## config.mk

```make
export PLATFORM = sky130hd
export DESIGN_NAME = axis_pkt_arbiter
export DESIGN_NICKNAME = d
export VERILOG_FILES = /design/src/rtl/axis_pkt_arbiter.sv
export SDC_FILE = /design/constraint.sdc
export NUM_CORES = 1
export LEC_CHECK = 0
export BUFFER_PORTS_ARGS = -buffer_cell sky130_fd_sc_hd__clkbuf_2
export CORE_AREA = 5 5 147 149
export DETAILED_ROUTE_END_ITERATION = 8
export DIE_AREA = 0 0 152 154
export GPL_ROUTABILITY_DRIVEN = 0
export PLACE_DENSITY = 0.5
export SYNTH_ARGS = -nofsm -noshare
export SYNTH_HDL_FRONTEND = slang
export SYNTH_SLANG_ARGS = --single-unit
```

## constraint.sdc

```tcl
create_clock -name clk -period 2.9 [get_ports clk]
set_clock_uncertainty 0.15 [all_clocks]
set_input_delay 0.29 -clock clk [delete_from_list [all_inputs] [get_ports clk]]
set_output_delay 0.29 -clock clk [all_outputs]
set_load 0.05 [all_outputs]
```

## src/rtl/axis_pkt_arbiter.sv

```systemverilog
// axis_pkt_arbiter: packet-granular round-robin arbiter sharing one 64-bit AXI-Stream output
// among NUM_IN sources; caps forwarded packets at MAX_BEATS beats and drains the excess.
module axis_pkt_arbiter #(
    parameter int NUM_IN    = 4,
    parameter int MAX_BEATS = 7
) (
    input  logic                  clk,
    input  logic                  rst,
    input  logic [64*NUM_IN-1:0]  S_AXIS_TDATA,
    input  logic [8*NUM_IN-1:0]   S_AXIS_TKEEP,
    input  logic [NUM_IN-1:0]     S_AXIS_TLAST,
    input  logic [NUM_IN-1:0]     S_AXIS_TVALID,
    output logic [NUM_IN-1:0]     S_AXIS_TREADY,
    output logic [63:0]           M_AXIS_TDATA,
    output logic [7:0]            M_AXIS_TKEEP,
    output logic                  M_AXIS_TLAST,
    output logic                  M_AXIS_TVALID,
    input  logic                  M_AXIS_TREADY,
    output logic [2:0]            GRANT,
    output logic                  TRIM_PULSE
);

    typedef enum logic [1:0] {
        ST_IDLE = 2'd0,
        ST_PASS = 2'd1,
        ST_DROP = 2'd2
    } state_t;

    localparam logic [15:0] LAST_BEAT = 16'(MAX_BEATS - 1);
    localparam logic [2:0]  LAST_SRC  = 3'(NUM_IN - 1);

    state_t             state_r, state_s;
    logic [2:0]         grant_r, grant_s;
    logic [2:0]         last_grant_r, last_grant_s;
    logic [2:0]         pick_s;
    logic [15:0]        beat_cnt_r, beat_cnt_s;
    logic               trim_r, trim_s;
    logic [NUM_IN-1:0]  grant_oh_s;
    logic [63:0]        sel_data_s;
    logic [7:0]         sel_keep_s;
    logic               sel_valid_s;
    logic               sel_last_s;
    logic               cap_s;
    logic               hs_s;

    // Select the granted source's lanes with an AND-OR mux so no index ever goes out of range
    always_comb begin
        grant_oh_s  = '0;
        sel_data_s  = 64'd0;
        sel_keep_s  = 8'd0;
        sel_valid_s = 1'b0;
        sel_last_s  = 1'b0;
        for (int i = 0; i < NUM_IN; i++) begin
            grant_oh_s[i] = (grant_r == 3'(i));
            sel_data_s    = sel_data_s | (S_AXIS_TDATA[64*i +: 64] & {64{grant_oh_s[i]}});
            sel_keep_s    = sel_keep_s | (S_AXIS_TKEEP[8*i +: 8] & {8{grant_oh_s[i]}});
            sel_valid_s   = sel_valid_s | (S_AXIS_TVALID[i] & grant_oh_s[i]);
            sel_last_s    = sel_last_s | (S_AXIS_TLAST[i] & grant_oh_s[i]);
        end
    end

    // Round-robin pick: offsets scanned from farthest to nearest so the nearest valid wins
    always_comb begin
        pick_s = last_grant_r;
        for (int k = NUM_IN; k >= 1; k--) begin
            for (int i = 0; i < NUM_IN; i++) begin
                pick_s = (S_AXIS_TVALID[i] && (((int'(last_grant_r) + k) % NUM_IN) == i))
                         ? 3'(i) : pick_s;
            end
        end
    end

    assign cap_s = (beat_cnt_r == LAST_BEAT);
    assign hs_s  = sel_valid_s & M_AXIS_TREADY;

    // Output steering: data always follows the grant, valid/ready depend on state
    always_comb begin
        M_AXIS_TDATA = sel_data_s;
        M_AXIS_TKEEP = sel_keep_s;
        M_AXIS_TLAST = sel_last_s | cap_s;
        case (state_r)
            ST_PASS: begin
                M_AXIS_TVALID = sel_valid_s;
                S_AXIS_TREADY = grant_oh_s & {NUM_IN{M_AXIS_TREADY}};
            end
            ST_DROP: begin
                M_AXIS_TVALID = 1'b0;
                S_AXIS_TREADY = grant_oh_s;
            end
            default: begin
                M_AXIS_TVALID = 1'b0;
                S_AXIS_TREADY = '0;
            end
        endcase
    end

    // Next-state logic for arbitration, packet pass-through and drain
    always_comb begin
        state_s      = state_r;
        grant_s      = grant_r;
        last_grant_s = last_grant_r;
        beat_cnt_s   = beat_cnt_r;
        trim_s       = 1'b0;
        case (state_r)
            ST_IDLE: begin
                if (|S_AXIS_TVALID) begin
                    grant_s    = pick_s;
                    beat_cnt_s = 16'd0;
                    state_s    = ST_PASS;
                end else begin
                    state_s = ST_IDLE;
                end
            end
            ST_PASS: begin
                if (hs_s) begin
                    if (sel_last_s) begin
                        last_grant_s = grant_r;
                        state_s      = ST_IDLE;
                    end else if (cap_s) begin
                        trim_s  = 1'b1;
                        state_s = ST_DROP;
                    end else begin
                        beat_cnt_s = beat_cnt_r + 16'd1;
                    end
                end else begin
                    state_s = ST_PASS;
                end
            end
            ST_DROP: begin
                if (sel_valid_s && sel_last_s) begin
                    last_grant_s = grant_r;
                    state_s      = ST_IDLE;
                end else begin
                    state_s = ST_DROP;
                end
            end
            default: begin
                state_s = ST_IDLE;
            end
        endcase
    end

    // State registers; last_grant resets to the top index so source 0 wins first
    always_ff @(posedge clk) begin
        if (rst) begin
            state_r      <= ST_IDLE;
            grant_r      <= 3'd0;
            last_grant_r <= LAST_SRC;
            beat_cnt_r   <= 16'd0;
            trim_r       <= 1'b0;
        end else begin
            state_r      <= state_s;
            grant_r      <= grant_s;
            last_grant_r <= last_grant_s;
            beat_cnt_r   <= beat_cnt_s;
            trim_r       <= trim_s;
        end
    end

    assign GRANT      = grant_r;
    assign TRIM_PULSE = trim_r;

endmodule

```

# Word-level counts from Yosys, hierarchy flattened
# Cells that the tools add are included.
dict set report totals {
  register_bits 25
}
dict set report classes {
  eq_ne 25
  reduce_logical 34
  n_bitwise 37
  n_mux 34
  addsub 5
}
# cell n
set op_table {}
lappend op_table {{$and A64 B64 Y64} 4}
lappend op_table {{$or A64 B64 Y64} 3}
lappend op_table {{$logic_not A32 Y1} 4}
lappend op_table {{$mux W16} 4}
lappend op_table {{$mux W3} 19}
lappend op_table {{$and A8 B8 Y8} 4}
lappend op_table {{$pmux W16 S2} 1}
lappend op_table {{$eq A3 B3 Y1 const B} 8}
lappend op_table {{$or A8 B8 Y8} 3}
lappend op_table {{$eq A3 B2 Y1 const B} 6}
lappend op_table {{$logic_and A1 B1 Y1} 17}
lappend op_table {{$add A16 B1 Y16 const B} 1}
lappend op_table {{$eq A16 B3 Y1 const B} 1}
lappend op_table {{$ne A2 B2 Y1 const B} 6}
lappend op_table {{$and A1 B1 Y1} 9}
lappend op_table {{$mux W2} 4}
lappend op_table {{$pmux W4 S2} 1}
lappend op_table {{$reduce_or A2 Y1} 4}
lappend op_table {{$reduce_or A4 Y1} 2}
lappend op_table {{$or A1 B1 Y1} 7}
lappend op_table {{$pmux W2 S3} 1}
lappend op_table {{$pmux W3 S2} 1}
lappend op_table {{$reduce_and A5 Y1} 1}
lappend op_table {{$add A2 B1 Y2 const B} 2}
lappend op_table {{14 further kinds} 22}

# Logic depth before layout (Yosys ltp)
dict set report depth {
  ltp_word 21
  depth_mapped 9
}

# Worst setup path before layout
# No wires, ideal clock.
dict set report synth_timing {
  path_kind {flip-flop to output port}
  start {reg grant_r[0], in the netlist GRANT[0]}
  end {out M_AXIS_TDATA[10]}
  path_buffers 2
  arrival_time_ns 2.086
  slack_ns 0.374
  path_stages_with_launch 7
  t_required_ns 2.460
  cell_sequence {dfxtp_1 > buf_4 > inv_1 > nor2_1 > clkbuf_1 > a22oi_1 > nand2_1}
}
dict set report synth_between {
  elab_chain_len 5
}
# item line_no
set synth_rtl {}
lappend synth_rtl {{start, declared} 33} ;# logic [2:0] grant_r, grant_s;
lappend synth_rtl {{start signal, assigned} 153} ;# grant_r <= grant_s;
lappend synth_rtl {{$eq A3 B1 Y1 or $logic_not A3 Y1 (tied branches)} 54} ;# grant_oh_s[i] = (grant_r == 3'(i));
lappend synth_rtl {{$and A64 B64 Y64} 55} ;# sel_data_s = sel_data_s | (S_AXIS_TDATA[64*i +: 64] & {64{grant_oh_s[i]}});
lappend synth_rtl {{$or A64 B64 Y64 (2 in a row)} 55}
lappend synth_rtl {{$or A64 B64 Y64 *} 55}
lappend synth_rtl {{end, declared} 14} ;# output logic [63:0] M_AXIS_TDATA,
# Every way passes the cells marked *; elsewhere a longest branch is shown, timed or not.

# Worst setup path in the final report
dict set report layout_timing {
  start {reg grant_r[2], in the netlist GRANT[2]}
  end {out M_AXIS_TDATA[30]}
}
# Same word-level chain as after synthesis.

==> load_flow_metrics.sql <==
INSERT INTO impl_metrics (metric_group, metric, value, unit) VALUES
('status', 'outcome', 'complete, no violations', ''),
('detailed_routing', 'drt_iter0_markers', '334', ''),
('timing', 'grt_setup_unrepaired', 'false', ''),
('logic_synthesis', 'synth.yosys.seq_area_share', '15.97', '%'),
('grt', 'antenna_violations_before_repair', '7', ''),
('logic_synthesis', 'postSynth.asyncResetShare', '0', '%'),
('cts', 'cts_resized', '0', ''),
('critical_path', 'r2r-start', 'state_r[1]$_SDFFE_PP0P_', ''),
('logic_synthesis', 'syn_nets', '739', ''),
('cts', 'post-cts-setup-buffers', '0', ''),
('detailed_routing', 'first_pass_iters', '5', ''),
('min_path', 'timing.hold.worst.class', 'input port to flip-flop', ''),
('min_path', 'min_delay_path_depth', '2', ''),
('detailed_routing', 'remaining_drc_errors', '0', ''),
('timing', 'hold_viol_final', '0', ''),
('logic_synthesis', 'netlist_area', '0.003008', 'mm²'),
('logic_synthesis', 'synth_top_cell_by_area', 'sky130_fd_sc_hd__a22oi_1', ''),
('critical_path', 'path_cells', 'nand2b_1 -> nor2_4 -> buf_12 -> a22oi_1 -> nand2_1 -> clkbuf_2', ''),
('grt', 'globalRouteTotalUtil', '16.24', '%'),
('cts', 'tritoncts_num_sinks', '24', ''),
('cts', 'clk_path_buf_depth', '2', ''),
('detailed_routing', 'post_detailed_route_via_to_cell_ratio', '4.733', ''),
('finish', 'postLayoutCoreUtil', '26.86', '%'),
('cts', 'cts_tree', 'done', ''),
('critical_path', 'endpoint_type_of_the_worst_setup_path', 'output port', ''),
('finish', 'area.growth.synth_to_final', '78.95', '%'),
('floorplanning', 'die_x', '152', 'µm'),
('logic_synthesis', 'post_synth_main_area_contributors', 'sky130_fd_sc_hd__a22oi_1 36%, sky130_fd_sc_hd__dfxtp_1 16%, sky130_fd_sc_hd__nand2_1 11%', ''),
('finish', 'area.sequential', '481.7', 'µm²'),
('cts', 'cts.htree.levels', '1', ''),
('logic_synthesis', 'edff_count_synth', '0', ''),
('critical_path', 'worst_ep_arrival_time', '2150', 'ps'),
('logic_synthesis', 'netlist_instances', '434', ''),
('floorplanning', 'die_area', '0.02341', 'mm²'),
('timing', 'report.final.setup_viol', '0', ''),
('critical_path', 'worst_path_largest_cell_delay', '420', 'ps'),
('timing', 'fin_setup_tns', '0', 'ps'),
('finish', 'layout.cells.most_common', 'sky130_fd_sc_hd__clkbuf_2', ''),
('grt', 'grt_pass1_vias', '4927', ''),
('critical_path', 'critical_path_buf_inv_count', '2', ''),
('critical_path', 'timing.critical_path.max_delay_family', 'simple AND/OR/NAND/NOR gates', ''),
('logic_synthesis', 'yosys.area.top_type_share', '35.94', '%'),
('floorplanning', 'initial_core_util', '15.01', '%'),
('logic_synthesis', 'distinct_cell_type_count_after_synthesis', '42', ''),
('critical_path', 'crit_path_start_kind', 'flip-flop', ''),
('min_path', 'whs_endpoint', 'state_r[0]$_SDFFE_PP0P_', ''),
('power_and_ir_drop', 'total_leakage_power', '2.819', 'nW'),
('power_and_ir_drop', 'power.density', '458.0', 'mW/mm²'),
('floorplanning', 'row_count', '52', ''),
('cts', 'clockRootBuffer', 'sky130_fd_sc_hd__clkbuf_16', ''),
('timing', 'worstMarginPinSlew', '654.7', 'ps'),
('run', 'maxCapViolCount', '0', ''),
('detailed_routing', 'finalWirelength', '20.85', 'mm'),
('power_and_ir_drop', 'worst_vdd_drop', '0.0001851', 'V'),
('finish', 'fin_nets', '1095', ''),
('floorplanning', 'fp.dieH', '154', 'µm'),
('critical_path', 'worst-path-max-fanout', '32', ''),
('detailed_routing', 'drt.antenna.violating_nets', '0', ''),
('timing', 'period_needed', '2587', 'ps'),
('critical_path', 'setup.reg_to_reg.worst_slack', '480', 'ps'),
('cts', 'tritoncts.num_buffers', '3', ''),
('logic_synthesis', 'postSynthRegisterBits', '24', ''),
('finish', 'final.fill_count', '2301', ''),
('cts', 'insertion_delay', '260', 'ps'),
('detailed_routing', 'via_count', '5022', ''),
('logic_synthesis', 'syn-mean-instance-area', '6.931', 'µm²'),
('logic_synthesis', 'synth.yosys.warnings', '0', ''),
('cts', 'ctsHoldBuffers', '0', ''),
('detailed_routing', 'drt-wirelength-per-cell', '19.65', 'µm'),
('grt', 'wire_length_of_the_first_global_routing_pass', '30.00', 'mm'),
('grt', 'total_gr_overflow', '0', '');
[power by group]
part | switching, mW | internal [mW]
sequential | 0.0132 | 0.337
clock | 0.127 | 0.275
combinational | 1.22 | 0.494
total | 1.36 | 1.11
[synthesized netlist by cell type, types with 2 or more instances]
master	number
sky130_fd_sc_hd__a211oi_1	2
sky130_fd_sc_hd__clkbuf_1	34
sky130_fd_sc_hd__or4_1	10
sky130_fd_sc_hd__nand2_1	86
sky130_fd_sc_hd__or3_1	4
sky130_fd_sc_hd__or2_1	2
sky130_fd_sc_hd__nor3_1	11
sky130_fd_sc_hd__inv_1	10
sky130_fd_sc_hd__ha_1	6
sky130_fd_sc_hd__nor2_1	10
sky130_fd_sc_hd__buf_6	3
sky130_fd_sc_hd__and2_1	4
sky130_fd_sc_hd__a211o_1	4
sky130_fd_sc_hd__nor4_1	3
sky130_fd_sc_hd__and4_1	2
sky130_fd_sc_hd__o211ai_1	9
sky130_fd_sc_hd__dfxtp_1	24
sky130_fd_sc_hd__o21ai_0	8
sky130_fd_sc_hd__and3_1	2
sky130_fd_sc_hd__nand3_1	8
sky130_fd_sc_hd__o22ai_1	2
sky130_fd_sc_hd__a21oi_1	12
sky130_fd_sc_hd__nand4_1	9
sky130_fd_sc_hd__nand2b_1	3
sky130_fd_sc_hd__nor4b_1	2
sky130_fd_sc_hd__mux2i_1	5
sky130_fd_sc_hd__a22oi_1	144
[logic make-up (layout without fill, tap and decap cells)]
logic type / count (synthesis) / in the layout / share of synthesized area [%]
AOI/OAI and AO/OA: 190 / 190 / 47.46
and+or+nand+nor: 160 / 160 / 25.37
buffers and inverters: 49 / 404 / 7.030
DFF: 24 / 24 / 15.97
adders and majority gates: 6 / 6 / 2.496
muxes: 5 / 5 / 1.664
other: 0 / 2 / 0
[metal layers]
layer,global-route usage [%],vias to the layer above,part of all wire [%]
li1,-,2421,-
met3,5.228,43,11
met2,27.73,309,48
met5,0,-,0.34
met4,5.180,10,3.2
met1,19.38,2239,38
[through the flow]
step / area [µm²] / hold WS, ps / std cells / worst slack (ps)
final: 5383 / 234.2 / 1061 / 312.6
after global placement: 5271 / 324.7 / 1055 / 417.3
after floorplan: 3008 / 308.2 / 434 / 373.5
after CTS: 5376 / 226.4 / 1059 / 159.2
after detailed placement: 5271 / 331.4 / 1055 / 375.4
after global routing: 5383 / 243.1 / 1061 / 165.4
[how the worst max path moves through the flow]
stage	from	to	slack (ps)	depth (start not counted)
2_1_floorplan	GRANT[0]$_SDFFE_PP0P_	M_AXIS_TDATA[10]	370	6
3_3_place_gp	GRANT[0]$_SDFFE_PP0P_	beat_cnt_r[6]$_SDFFE_PP0P_	420	5
3_5_place_dp	GRANT[0]$_SDFFE_PP0P_	beat_cnt_r[6]$_SDFFE_PP0P_	380	5
4_1_cts	GRANT[0]$_SDFFE_PP0P_	M_AXIS_TKEEP[7]	160	6
5_1_grt	GRANT[1]$_SDFFE_PP0P_	M_AXIS_TDATA[30]	170	6
6_report	GRANT[2]$_SDFFE_PP0P_	M_AXIS_TDATA[30]	310	6
[sequential cells by signal (all words and copies together) (netlist names)]
register,cells
beat_cnt_r,16
GRANT,3
last_grant_r,2
state_r,2
TRIM_PULSE,1
[cell type report]
| type | instances | share of cell area (%) |
|---|---|---|
| Multi-Input combinational cell | 361 | 43.58 |
| Timing Repair Buffer | 390 | 38.45 |
| Sequential cell | 24 | 8.949 |
| Tap cell | 270 | 6.276 |
| Clock buffer | 3 | 1.395 |
| Inverter | 10 | 0.6974 |
| Clock inverter | 1 | 0.5579 |
| Antenna cell | 2 | 0.09298 |
No activity file was read; power rests on OpenSTA's default activity.
